File: src/rtl/uart_pkg.sv
`default_nettype none
// +--------------------------------------------------------------------------+
// | Module   : uart_pkg                                                      |
// | Purpose  : Shared types and constants for the UART receive path: the     |
// |            receive-controller FSM state type, the byte width and the     |
// |            default FIFO depth and water marks.                           |
// | Ports    : none (package)                                                |
// | Revision : 1.0 - initial release                                         |
// +--------------------------------------------------------------------------+
package uart_pkg;

  localparam int UART_DATA_W    = 8;
  localparam int DEF_FIFO_DEPTH = 16;
  localparam int DEF_HIGH_WATER = 12;
  localparam int DEF_LOW_WATER  = 4;

  typedef enum logic [1:0] {
    ST_OFF  = 2'd0,
    ST_RUN  = 2'd1,
    ST_HOLD = 2'd2,
    ST_BRK  = 2'd3
  } uart_rx_ctrl_state_t;

endpackage
`default_nettype wire

File: src/rtl/uart_rx_ctrl_fifo.sv
`default_nettype none
// +--------------------------------------------------------------------------+
// | Module   : uart_rx_ctrl_fifo                                             |
// | Purpose  : Synchronous first-word-fall-through byte FIFO with registered |
// |            head outputs. Push is accepted when not full, or when full    |
// |            with a simultaneous pop. Flush overrides push and pop.        |
// | Ports    : clk, reset (async, active high), push/push_data, pop, flush,  |
// |            level (registered occupancy), level_next (occupancy after     |
// |            this cycle), full, empty, rd_valid/rd_data (FIFO head).       |
// | Revision : 1.0 - initial release                                         |
// +--------------------------------------------------------------------------+
module uart_rx_ctrl_fifo
  import uart_pkg::*;
#(
  parameter int DEPTH = DEF_FIFO_DEPTH
) (
  input  logic                   clk,
  input  logic                   reset,
  input  logic                   push,
  input  logic [UART_DATA_W-1:0] push_data,
  input  logic                   pop,
  input  logic                   flush,
  output logic [$clog2(DEPTH):0] level,
  output logic [$clog2(DEPTH):0] level_next,
  output logic                   full,
  output logic                   empty,
  output logic                   rd_valid,
  output logic [UART_DATA_W-1:0] rd_data
);

  localparam int AW = $clog2(DEPTH);
  localparam logic [AW:0] FULL_LVL = DEPTH[AW:0];

  logic [UART_DATA_W-1:0] mem [DEPTH];
  logic [AW-1:0]          wr_ptr, rd_ptr, wr_next, rd_next;
  logic                   push_ok, pop_ok;
  logic [UART_DATA_W-1:0] head_next;

  assign full    = (level == FULL_LVL);
  assign empty   = (level == '0);
  assign pop_ok  = pop & ~empty;
  assign push_ok = push & (~full | pop_ok);

  always_comb begin
    wr_next    = wr_ptr;
    rd_next    = rd_ptr;
    level_next = level;
    if (flush) begin
      wr_next    = '0;
      rd_next    = '0;
      level_next = '0;
    end else begin
      if (push_ok) wr_next = wr_ptr + AW'(1);
      if (pop_ok)  rd_next = rd_ptr + AW'(1);
      if (push_ok && !pop_ok)      level_next = level + (AW+1)'(1);
      else if (pop_ok && !push_ok) level_next = level - (AW+1)'(1);
    end
    // The new head is the byte being written this cycle when the FIFO is
    // about to be (or stay) one entry deep, otherwise the stored entry.
    head_next = (push_ok && !flush && (wr_ptr == rd_next)) ? push_data : mem[rd_next];
  end

  always_ff @(posedge clk) begin
    if (push_ok && !flush) mem[wr_ptr] <= push_data;
  end

  always_ff @(posedge clk or posedge reset) begin
    if (reset) begin
      wr_ptr   <= '0;
      rd_ptr   <= '0;
      level    <= '0;
      rd_valid <= 1'b0;
      rd_data  <= '0;
    end else begin
      wr_ptr   <= wr_next;
      rd_ptr   <= rd_next;
      level    <= level_next;
      rd_valid <= (level_next != '0);
      // Holding rd_data when nothing is left keeps the last byte stable.
      if (level_next != '0) rd_data <= head_next;
    end
  end

endmodule
`default_nettype wire

File: src/rtl/uart_rx_ctrl.sv
`default_nettype none
// +--------------------------------------------------------------------------+
// | Module   : uart_rx_ctrl                                                  |
// | Purpose  : Receive-side controller between uart_rx and a byte consumer.  |
// |            Buffers bytes in a FWFT FIFO, gates the receiver with         |
// |            high/low-water flow control, holds the receiver off after a   |
// |            break and reports overrun/break/idle-timeout status.          |
// | Ports    : clk, reset (async, active high), enable, flush, clr_status,   |
// |            rx_valid/rx_data/rx_break (from uart_rx), rx_en (to uart_rx), |
// |            m_valid/m_data/m_ready (consumer side), fifo_level, overrun,  |
// |            break_det, timeout.                                           |
// | Config   : UART_RX_CTRL_TIMEOUT_EN enables the idle-timeout pulse;       |
// |            without it timeout is tied to 0.                              |
// | Revision : 1.0 - initial release                                         |
// +--------------------------------------------------------------------------+
module uart_rx_ctrl
  import uart_pkg::*;
#(
  parameter int FIFO_DEPTH    = DEF_FIFO_DEPTH,
  parameter int HIGH_WATER    = DEF_HIGH_WATER,
  parameter int LOW_WATER     = DEF_LOW_WATER,
  parameter int BRK_HOLD_CLKS = 50000,
  parameter int TIMEOUT_CLKS  = 100000
) (
  input  logic                        clk,
  input  logic                        reset,
  input  logic                        enable,
  input  logic                        flush,
  input  logic                        clr_status,
  input  logic                        rx_valid,
  input  logic [UART_DATA_W-1:0]      rx_data,
  input  logic                        rx_break,
  output logic                        rx_en,
  output logic                        m_valid,
  output logic [UART_DATA_W-1:0]      m_data,
  input  logic                        m_ready,
  output logic [$clog2(FIFO_DEPTH):0] fifo_level,
  output logic                        overrun,
  output logic                        break_det,
  output logic                        timeout
);

  localparam int LW         = $clog2(FIFO_DEPTH) + 1;
  localparam int BW         = $clog2(BRK_HOLD_CLKS) + 1;
  localparam int BRK_LOAD_I = BRK_HOLD_CLKS - 1;
  localparam logic [LW-1:0] HIGH_LVL = HIGH_WATER[LW-1:0];
  localparam logic [LW-1:0] LOW_LVL  = LOW_WATER[LW-1:0];
  localparam logic [BW-1:0] BRK_LOAD = BRK_LOAD_I[BW-1:0];

  uart_rx_ctrl_state_t state, state_next;
  logic                brk_load;
  logic [BW-1:0]       brk_cnt;
  logic                push_req, pop_req, drop;
  logic                fifo_full, fifo_empty;
  logic [LW-1:0]       level_next;

  // A byte finishing after rx_en drops is still kept; a break never pushes.
  assign push_req = rx_valid & ~rx_break;
  assign pop_req  = m_valid & m_ready;
  assign drop     = push_req & fifo_full & ~pop_req & ~flush;

  uart_rx_ctrl_fifo #(
    .DEPTH (FIFO_DEPTH)
  ) u_fifo (
    .clk        (clk),
    .reset      (reset),
    .push       (push_req),
    .push_data  (rx_data),
    .pop        (pop_req),
    .flush      (flush),
    .level      (fifo_level),
    .level_next (level_next),
    .full       (fifo_full),
    .empty      (fifo_empty),
    .rd_valid   (m_valid),
    .rd_data    (m_data)
  );

  always_ff @(posedge clk or posedge reset) begin
    if (reset) state <= ST_OFF;
    else       state <= state_next;
  end

  always_comb begin
    state_next = state;
    brk_load   = 1'b0;
    if (!enable) begin
      state_next = ST_OFF;
    end else begin
      case (state)
        ST_OFF:  state_next = ST_RUN;
        ST_RUN: begin
          if (rx_break) begin
            state_next = ST_BRK;
            brk_load   = 1'b1;
          end else if (level_next >= HIGH_LVL) begin
            // Looking at the post-push level gates rx_en one cycle sooner.
            state_next = ST_HOLD;
          end
        end
        ST_HOLD: if (fifo_level <= LOW_LVL) state_next = ST_RUN;
        ST_BRK:  if (brk_cnt == '0) state_next = (fifo_level < HIGH_LVL) ? ST_RUN : ST_HOLD;
        default: state_next = ST_OFF;
      endcase
    end
  end

  always_ff @(posedge clk or posedge reset) begin
    if (reset) begin
      brk_cnt   <= '0;
      rx_en     <= 1'b0;
      overrun   <= 1'b0;
      break_det <= 1'b0;
    end else begin
      if (brk_load)                           brk_cnt <= BRK_LOAD;
      else if (state == ST_BRK && brk_cnt != '0) brk_cnt <= brk_cnt - BW'(1);
      rx_en <= (state_next == ST_RUN);
      // Set events take precedence over a same-cycle clear.
      if (drop)            overrun <= 1'b1;
      else if (clr_status) overrun <= 1'b0;
      if (rx_break)        break_det <= 1'b1;
      else if (clr_status) break_det <= 1'b0;
    end
  end

`ifdef UART_RX_CTRL_TIMEOUT_EN
  localparam int TW        = $clog2(TIMEOUT_CLKS) + 1;
  localparam int TO_LAST_I = TIMEOUT_CLKS - 1;
  localparam int TO_FIRE_I = TIMEOUT_CLKS - 2;
  localparam logic [TW-1:0] TO_LAST = TO_LAST_I[TW-1:0];
  localparam logic [TW-1:0] TO_FIRE = TO_FIRE_I[TW-1:0];

  logic [TW-1:0] idle_cnt;
  logic          idle_clr;

  assign idle_clr = push_req | pop_req | flush | (state == ST_OFF);

  // The counter parks at TO_LAST, so the pulse cannot repeat until a clear.
  always_ff @(posedge clk or posedge reset) begin
    if (reset) begin
      idle_cnt <= '0;
      timeout  <= 1'b0;
    end else if (idle_clr) begin
      idle_cnt <= '0;
      timeout  <= 1'b0;
    end else if (!fifo_empty && idle_cnt != TO_LAST) begin
      idle_cnt <= idle_cnt + TW'(1);
      timeout  <= (idle_cnt == TO_FIRE);
    end else begin
      timeout  <= 1'b0;
    end
  end
`else
  logic unused_timeout_cfg;
  assign unused_timeout_cfg = fifo_empty ^ TIMEOUT_CLKS[0];
  assign timeout = 1'b0;
`endif

endmodule
`default_nettype wire

File: config.mk
export PLATFORM = sky130hd
export DESIGN_NAME = uart_rx_ctrl
export DESIGN_NICKNAME = d
export VERILOG_FILES = /design/src/rtl/uart_pkg.sv /design/src/rtl/uart_rx_ctrl_fifo.sv /design/src/rtl/uart_rx_ctrl.sv
export SDC_FILE = /design/constraint.sdc
export NUM_CORES = 1
export LEC_CHECK = 0
export CAP_MARGIN = 20
export CORE_UTILIZATION = 30
export DETAILED_ROUTE_END_ITERATION = 10
export RECOVER_POWER = 25
export SYNTH_ARGS = -nofsm -noshare
export SYNTH_HDL_FRONTEND = slang
export SYNTH_SLANG_ARGS = --single-unit
File: constraint.sdc
create_clock -name clk -period 3.2 [get_ports clk]
set_clock_uncertainty 0.2 [all_clocks]
set_input_delay 0.64 -clock clk [delete_from_list [all_inputs] [get_ports clk]]
set_output_delay 0.64 -clock clk [all_outputs]
set_load 0.005 [all_outputs]
## Word level (Yosys, flattened, before mapping)

Memory sizes are Yosys's and may differ from the RTL's. A register that Yosys moved wholly into a read port is not among the register bits.
Index checks and enable logic that the tools add are counted.

| operators by class | value |
|---|---|
| reductions and logical operators | 16 |
| bitwise gates (word level) | 13 |
| magnitude comparators | 3 |
| eq/ne operators | 5 |
| $add $sub $neg | 5 |
| muxes and demuxes | 24 |

Operators by type and width:

| kind | count |
|---|---|
| $mux 17 | 2 |
| $logic_not 17->1 | 1 |
| $reduce_bool 17->1 | 1 |
| $sub 17x1->17 const B | 1 |
| $mux 4 | 4 |
| $mux 5 | 3 |
| $mux 2 | 6 |
| $add 4x1->4 const B | 2 |
| $mux 1 | 8 |
| $pmux 2 s4 | 1 |
| $reduce_bool 2->1 | 4 |
| $and 1x1->1 | 7 |
| $add 5x1->5 const B | 1 |
| $eq 5x5->1 const B | 1 |
| $ge 5x4->1 const B | 1 |
| $le 5x3->1 const B | 1 |
| $logic_not 5->1 | 1 |
| $lt 5x4->1 const B | 1 |
| $not 1->1 | 5 |
| $reduce_bool 5->1 | 1 |
| $sub 5x1->5 const B | 1 |
| $eq 2x1->1 const B | 2 |
| $eq 2x2->1 const B | 2 |
| $logic_and 1x1->1 | 4 |
| other kinds (3) | 5 |

| word-level totals | value |
|---|---|
| output and inout bits | 18 |
| RAM bits | 128 |
| word-level logic and storage cells | 76 |
| memories | 1 |
| bits of input ports | 16 |
| register bits | 36 |

Memories:

| memory | words | width | read ports | clocked after memory_dff | write ports | RTL line | RTL |
|---|---|---|---|---|---|---|---|
| u_fifo.mem | 16 | 8 | 1 | 1 | 1 | uart_rx_ctrl_fifo.sv:34 | `logic [UART_DATA_W-1:0] mem [DEPTH];` |

## Longest topological paths before layout

| depth | value |
|---|---|
| word-level depth | 16 |
| depth in mapped cells | 13 |
| mapped depth without buffers | 11 |

## By module

From an unflattened synthesis, not the netlist that was laid out.

| second synthesis, totals | value |
|---|---|
| cells, all modules | 669 |
| area total of the unflattened synthesis | 8096.5 µm² |

By module, submodules not included:

| module | times used | cells an instance | area each (µm²) |
|---|---|---|---|
| uart_rx_ctrl_fifo | 1 | 526 | 6807.8 |
| uart_rx_ctrl | 1 | 143 | 1288.7 |

## Worst setup path before layout

Ideal clock, no wire load.

| path | value |
|---|---|
| path kind | input to register |
| start | input m_ready |
| end | memory u_fifo.mem[11][0], enable pin |
| slack | 0.213 ns |
| cell stages on the path | 6 |
| data required time | 2.617 ns |
| arrival | 2.403 ns |
| library setup time | 0.383 ns |
| cell sequence | nand2_1 clkbuf_1 clkbuf_1 a31oi_1 nand2_1 nor3_1 |

| between the ends | value |
|---|---|
| longest elaborated chain between the ends | 7 |

RTL lines:

| what | RTL line | RTL |
|---|---|---|
| start, declared | uart_rx_ctrl.sv:36 | `input logic m_ready,` |
| $and 1x1->1 | uart_rx_ctrl.sv:59 | `assign pop_req = m_valid & m_ready;` |
| $and 1x1->1 | uart_rx_ctrl_fifo.sv:41 | `assign pop_ok = pop & ~empty;` |
| $or 1x1->1 | uart_rx_ctrl_fifo.sv:42 | `assign push_ok = push & (~full \| pop_ok);` |
| $and 1x1->1 | uart_rx_ctrl_fifo.sv:42 |  |
| $logic_and 1x1->1 | - |  |
| $mux 1 | uart_rx_ctrl_fifo.sv:64 | `if (push_ok && !flush) mem[wr_ptr] <= push_data;` |
| $mux 1 (implied by the code) | uart_rx_ctrl_fifo.sv:64 |  |
| end, declared | uart_rx_ctrl_fifo.sv:34 |  |

No other way between the ends.

## Worst setup path in the final report

| path | value |
|---|---|
| start | register u_fifo.level[0] |
| end | register u_fifo.rd_data[1] (read register of u_fifo.mem) |

| between the ends | value |
|---|---|
| longest elaborated chain between the ends | 11 |
| elaborated cells on any way between the ends | 19 |
| classes of those cells | add/sub (2); eq/ne (1); mux (5); bitwise (5); reduce/logical (6) |

RTL lines:

| what | RTL line | RTL |
|---|---|---|
| start, declared | uart_rx_ctrl_fifo.sv:23 | `output logic [$clog2(DEPTH):0] level,` |
| start signal, assigned | uart_rx_ctrl_fifo.sv:77 | `level <= level_next;` |
| $logic_not 5->1 | uart_rx_ctrl_fifo.sv:40 | `assign empty = (level == '0);` |
| $not 1->1 | uart_rx_ctrl_fifo.sv:41 |  |
| $and 1x1->1 | uart_rx_ctrl_fifo.sv:41 |  |
| $or 1x1->1 | uart_rx_ctrl_fifo.sv:42 |  |
| $and 1x1->1 | uart_rx_ctrl_fifo.sv:42 |  |
| $logic_not 1->1 | uart_rx_ctrl_fifo.sv:56 | `else if (pop_ok && !push_ok) level_next = level - (AW+1)'(1);` |
| $logic_and 1x1->1 | uart_rx_ctrl_fifo.sv:56 |  |
| $mux 5 | uart_rx_ctrl_fifo.sv:56 |  |
| $mux 5 | uart_rx_ctrl_fifo.sv:55 | `if (push_ok && !pop_ok) level_next = level + (AW+1)'(1);` |
| $mux 5 | uart_rx_ctrl_fifo.sv:48 | `if (flush) begin` |
| $reduce_bool 5->1 | uart_rx_ctrl_fifo.sv:80 | `if (level_next != '0) rd_data <= head_next;` |
| end, declared | uart_rx_ctrl_fifo.sv:28 | `output logic [UART_DATA_W-1:0] rd_data` |

Parallel ways exist; a longest one is shown, timed or not.
A chain may end at the register's enable or synchronous reset.

==> impl_metrics.sql <==
INSERT INTO impl_metrics (metric_group, metric, value, unit) VALUES
('routing', 'wire_per_inst', '18.8', 'um'),
('yosys', 'async_reset_ff_frac', '0.256', ''),
('setup_path', 'cp_data_required_time', '3.31', 'ns'),
('yosys', 'netlist.area_leader.share', '0.479', ''),
('yosys', 'yosysSeqAreaShare', '0.616', ''),
('routing', 'drt.antenna.violating_nets', '0', ''),
('floorplanning', 'fp.dieW', '166', 'um'),
('setup_path', 'cpMaxStageDelayCell', 'sky130_fd_sc_hd__dfrtp_1', ''),
('yosys', 'mappedNetlistArea', '8030', 'um2'),
('yosys', 'ys_top_cells_by_count', '128 x sky130_fd_sc_hd__edfxtp_1, 56 x sky130_fd_sc_hd__nand2_1, 44 x sky130_fd_sc_hd__dfrtp_1', ''),
('yosys', 'yosysUniqueCellTypes', '79', ''),
('clocking', 'cts_tree', 'yes', ''),
('yosys', 'yosysWarningCount', '0', ''),
('sta', 'period_needed', '3.06', 'ns'),
('clocking', 'worst_skew_pair.late_latency', '0.43', 'ns'),
('outcome', 'failed_checks', 'design-rule violations', ''),
('routing', 'total_via_count_in_the_routed_design', '5870', ''),
('setup_path', 'cp_cell_sequence', 'inv_1 -> ha_1 -> nor4b_4 -> buf_12 -> nor4_1 -> buf_4 -> nor2_1 -> inv_1 -> buf_12 -> a211oi_2 -> o32ai_1 -> nor4b_1 -> o2bb2ai_1', ''),
('placed_design', 'place_worst_setup_slack', '-0.215', 'ns'),
('pwr', 'cellLeakagePower', '3.54', 'nW'),
('setup_path', 'worst_ep_arrival_time', '3.17', 'ns'),
('clocking', 'numClockSinks', '172', ''),
('placed_design', 'port-buffer-count', '32', ''),
('final_layout', 'drive_gt1_frac', '0.187', ''),
('routing', 'postRouteWirelength', '20800', 'um'),
('sta', 'postLayoutSetupSlackWorst', '0.140', 'ns'),
('min_path', 'min-delay-path-class', 'reg2reg', ''),
('clocking', 'cts-root-buf', 'sky130_fd_sc_hd__clkbuf_16', ''),
('final_layout', 'final_util', '0.377', ''),
('yosys', 'synth.net_count', '682', ''),
('setup_path', 'critPathMaxFanout', '22', ''),
('final_layout', 'fin_nets', '783', ''),
('setup_path', 'timing.critical_path.to_type', 'flip-flop', ''),
('sta', 'hold_viol_final', '0', ''),
('global_routing', 'grt_antenna_before_repair', '0', ''),
('yosys', 'synth_most_common_cell', 'sky130_fd_sc_hd__edfxtp_1', ''),
('global_routing', 'grt_overflow', '0', ''),
('yosys', 'instance_count_of_the_mapped_netlist', '657', ''),
('routing', 'drt_drc_violations_left', '4', ''),
('setup_path', 'critical_path.n_buffers_inverters', '5', ''),
('sta', 'finalSetupViolCount', '0', ''),
('pwr', 'pwr_density_cell', '659', 'nW/um2'),
('setup_path', 'timing.setup.critical_path_class', 'reg2reg', ''),
('floorplanning', 'ios', '34', ''),
('clocking', 'number_of_cts_inserted_buffers', '17', ''),
('routing', 'drt_pass1_iterations', '8', ''),
('final_layout', 'fillCellCount', '2555', ''),
('yosys', 'synth-seq-cells', '172', ''),
('setup_path', 'critPathMaxStageDelay', '0.39', 'ns'),
('global_routing', 'grt_usage', '0.156', ''),
('final_layout', 'fin_cells', '1106', ''),
('sta', 'finalCritPeriodShare', '0.956', ''),
('floorplanning', 'initial_core_util', '0.307', ''),
('placed_design', 'routabilityCongestion', '0.846', ''),
('floorplanning', 'count_of_standard_cell_rows', '59', ''),
('floorplanning', 'floorplan.die_area', '27400', 'um2'),
('global_routing', 'grt_pass1_wl', '32800', 'um'),
('clocking', 'htreeDepth', '4', ''),
('outcome', 'status', 'finished with violations', ''),
('sta', 'pins_over_slew_limit', '0', ''),
('run', 'maxCapViolCount', '0', ''),
('global_routing', 'first_global_vias', '5789', ''),
('yosys', 'syn_avg_cell_area', '12.2', 'um2'),
('sta', 'slew_headroom', '0.221', ''),
('placed_design', 'dp.final_hpwl', '14400', 'um'),
('sta', 'fmax', '0.327', 'GHz'),
('placed_design', 'dpl_cell_area', '9310', 'um2'),
('placed_design', 'numPlacedInstances', '1074', ''),
('final_layout', 'antennaDiodeCount', '0', ''),
('clocking', 'worst_setup_hold_path_clk_slew', '0.07', 'ns'),
('floorplanning', 'core_region_area', '26100', 'um2');
[metal layers]
| layer | global-route usage | vias up | part of all wire |
|---|---|---|---|
| met5 | 0 | - | 0 |
| met4 | 0.0451 | 0 | 0.016 |
| met3 | 0.0294 | 24 | 0.043 |
| met2 | 0.253 | 154 | 0.47 |
| met1 | 0.211 | 2957 | 0.47 |
| li1 | - | 2735 | - |
[layout make-up]
class	count	area (um2)	area share
clock buffers	21	440	0.0447
clock inverters	11	108	0.0109
inverters	19	73.8	0.00749
multi-input cells	426	2840	0.288
flip-flops and latches	172	4940	0.502
well taps	335	419	0.0425
repair buffers	122	1030	0.105
[cell usage in the layout, fill, tap and decap left out, drive strengths merged, types with 6 or more instances in the layout]
| master | n |
|---|---|
| a211oi | 31 |
| a21boi | 8 |
| a21oi | 34 |
| a22o | 6 |
| a31o | 7 |
| a31oi | 8 |
| and3 | 23 |
| buf | 86 |
| clkbuf | 25 |
| clkdlybuf4s50 | 27 |
| dfrtp | 44 |
| edfxtp | 128 |
| ha | 9 |
| inv | 23 |
| mux2i | 8 |
| nand2 | 56 |
| nand3 | 18 |
| nor2 | 37 |
| nor3 | 18 |
| nor4 | 16 |
| o21ai | 25 |
| o2bb2ai | 7 |
| or3 | 6 |
| xnor2 | 10 |
| xor2 | 6 |
[cells by family after synthesis]
logic type,after synthesis,share of synthesized area
other,1,0.000467
buffers and inverters,59,0.0338
DFF,172,0.616
adders and majority gates,9,0.0140
and+or+nand+nor,212,0.142
muxes,10,0.0128
xor gates and xnor gates,16,0.0174
AOI/OAI and AO/OA,178,0.164
[worst paths after layout]
path / startpoint / to / slack, ns / depth (start not counted)
min reg2reg: break_det / break_det / 0.28 / 1
max in group asynchronous: reset / u_fifo.rd_data[4] / 0.55 / 3
max: u_fifo.level[0] / u_fifo.rd_data[1] / 0.14 / 13
min in group asynchronous: reset / brk_cnt[10] / 0.67 / 2
min: break_det / break_det / 0.28 / 1
max reg2reg: u_fifo.level[0] / u_fifo.rd_data[1] / 0.14 / 13
[power breakdown]
| part | switching [W] | total [W] | internal, W |
|---|---|---|---|
| Sequential | 0.000118 | 0.00263 | 0.00251 |
| Combinational | 0.000981 | 0.00188 | 0.000896 |
| Clock | 0.000901 | 0.00198 | 0.00108 |
[stage by stage]
stage | total power [W] | TNS (ns) | hold WS (ns)
detailed placement | 0.00451 | -1.41 | 0.273
finish | 0.00649 | 0 | 0.282
global route | 0.00678 | -0.00405 | 0.315
global placement | 0.00450 | -1.17 | 0.262
floorplan | 0.00371 | 0 | 0.277
CTS | 0.00649 | 0 | 0.288
[state kept, by name, summed over array words and instances (netlist names)]
register	flops
u_fifo.rd_valid	1
break_det	1
u_fifo.mem	128
overrun	1
brk_cnt	17
rx_en	1
state	2
u_fifo.rd_ptr	4
u_fifo.level	5
u_fifo.wr_ptr	4
u_fifo.rd_data	8
[repair_timing]
item	CTS	global route
hold buffers	0	0
endpoints found under the setup margin	5	8
gates resized for setup	1	6
cloned	0	0
hold endpoints to repair	0	0
(Power assumes the default switching activity.)
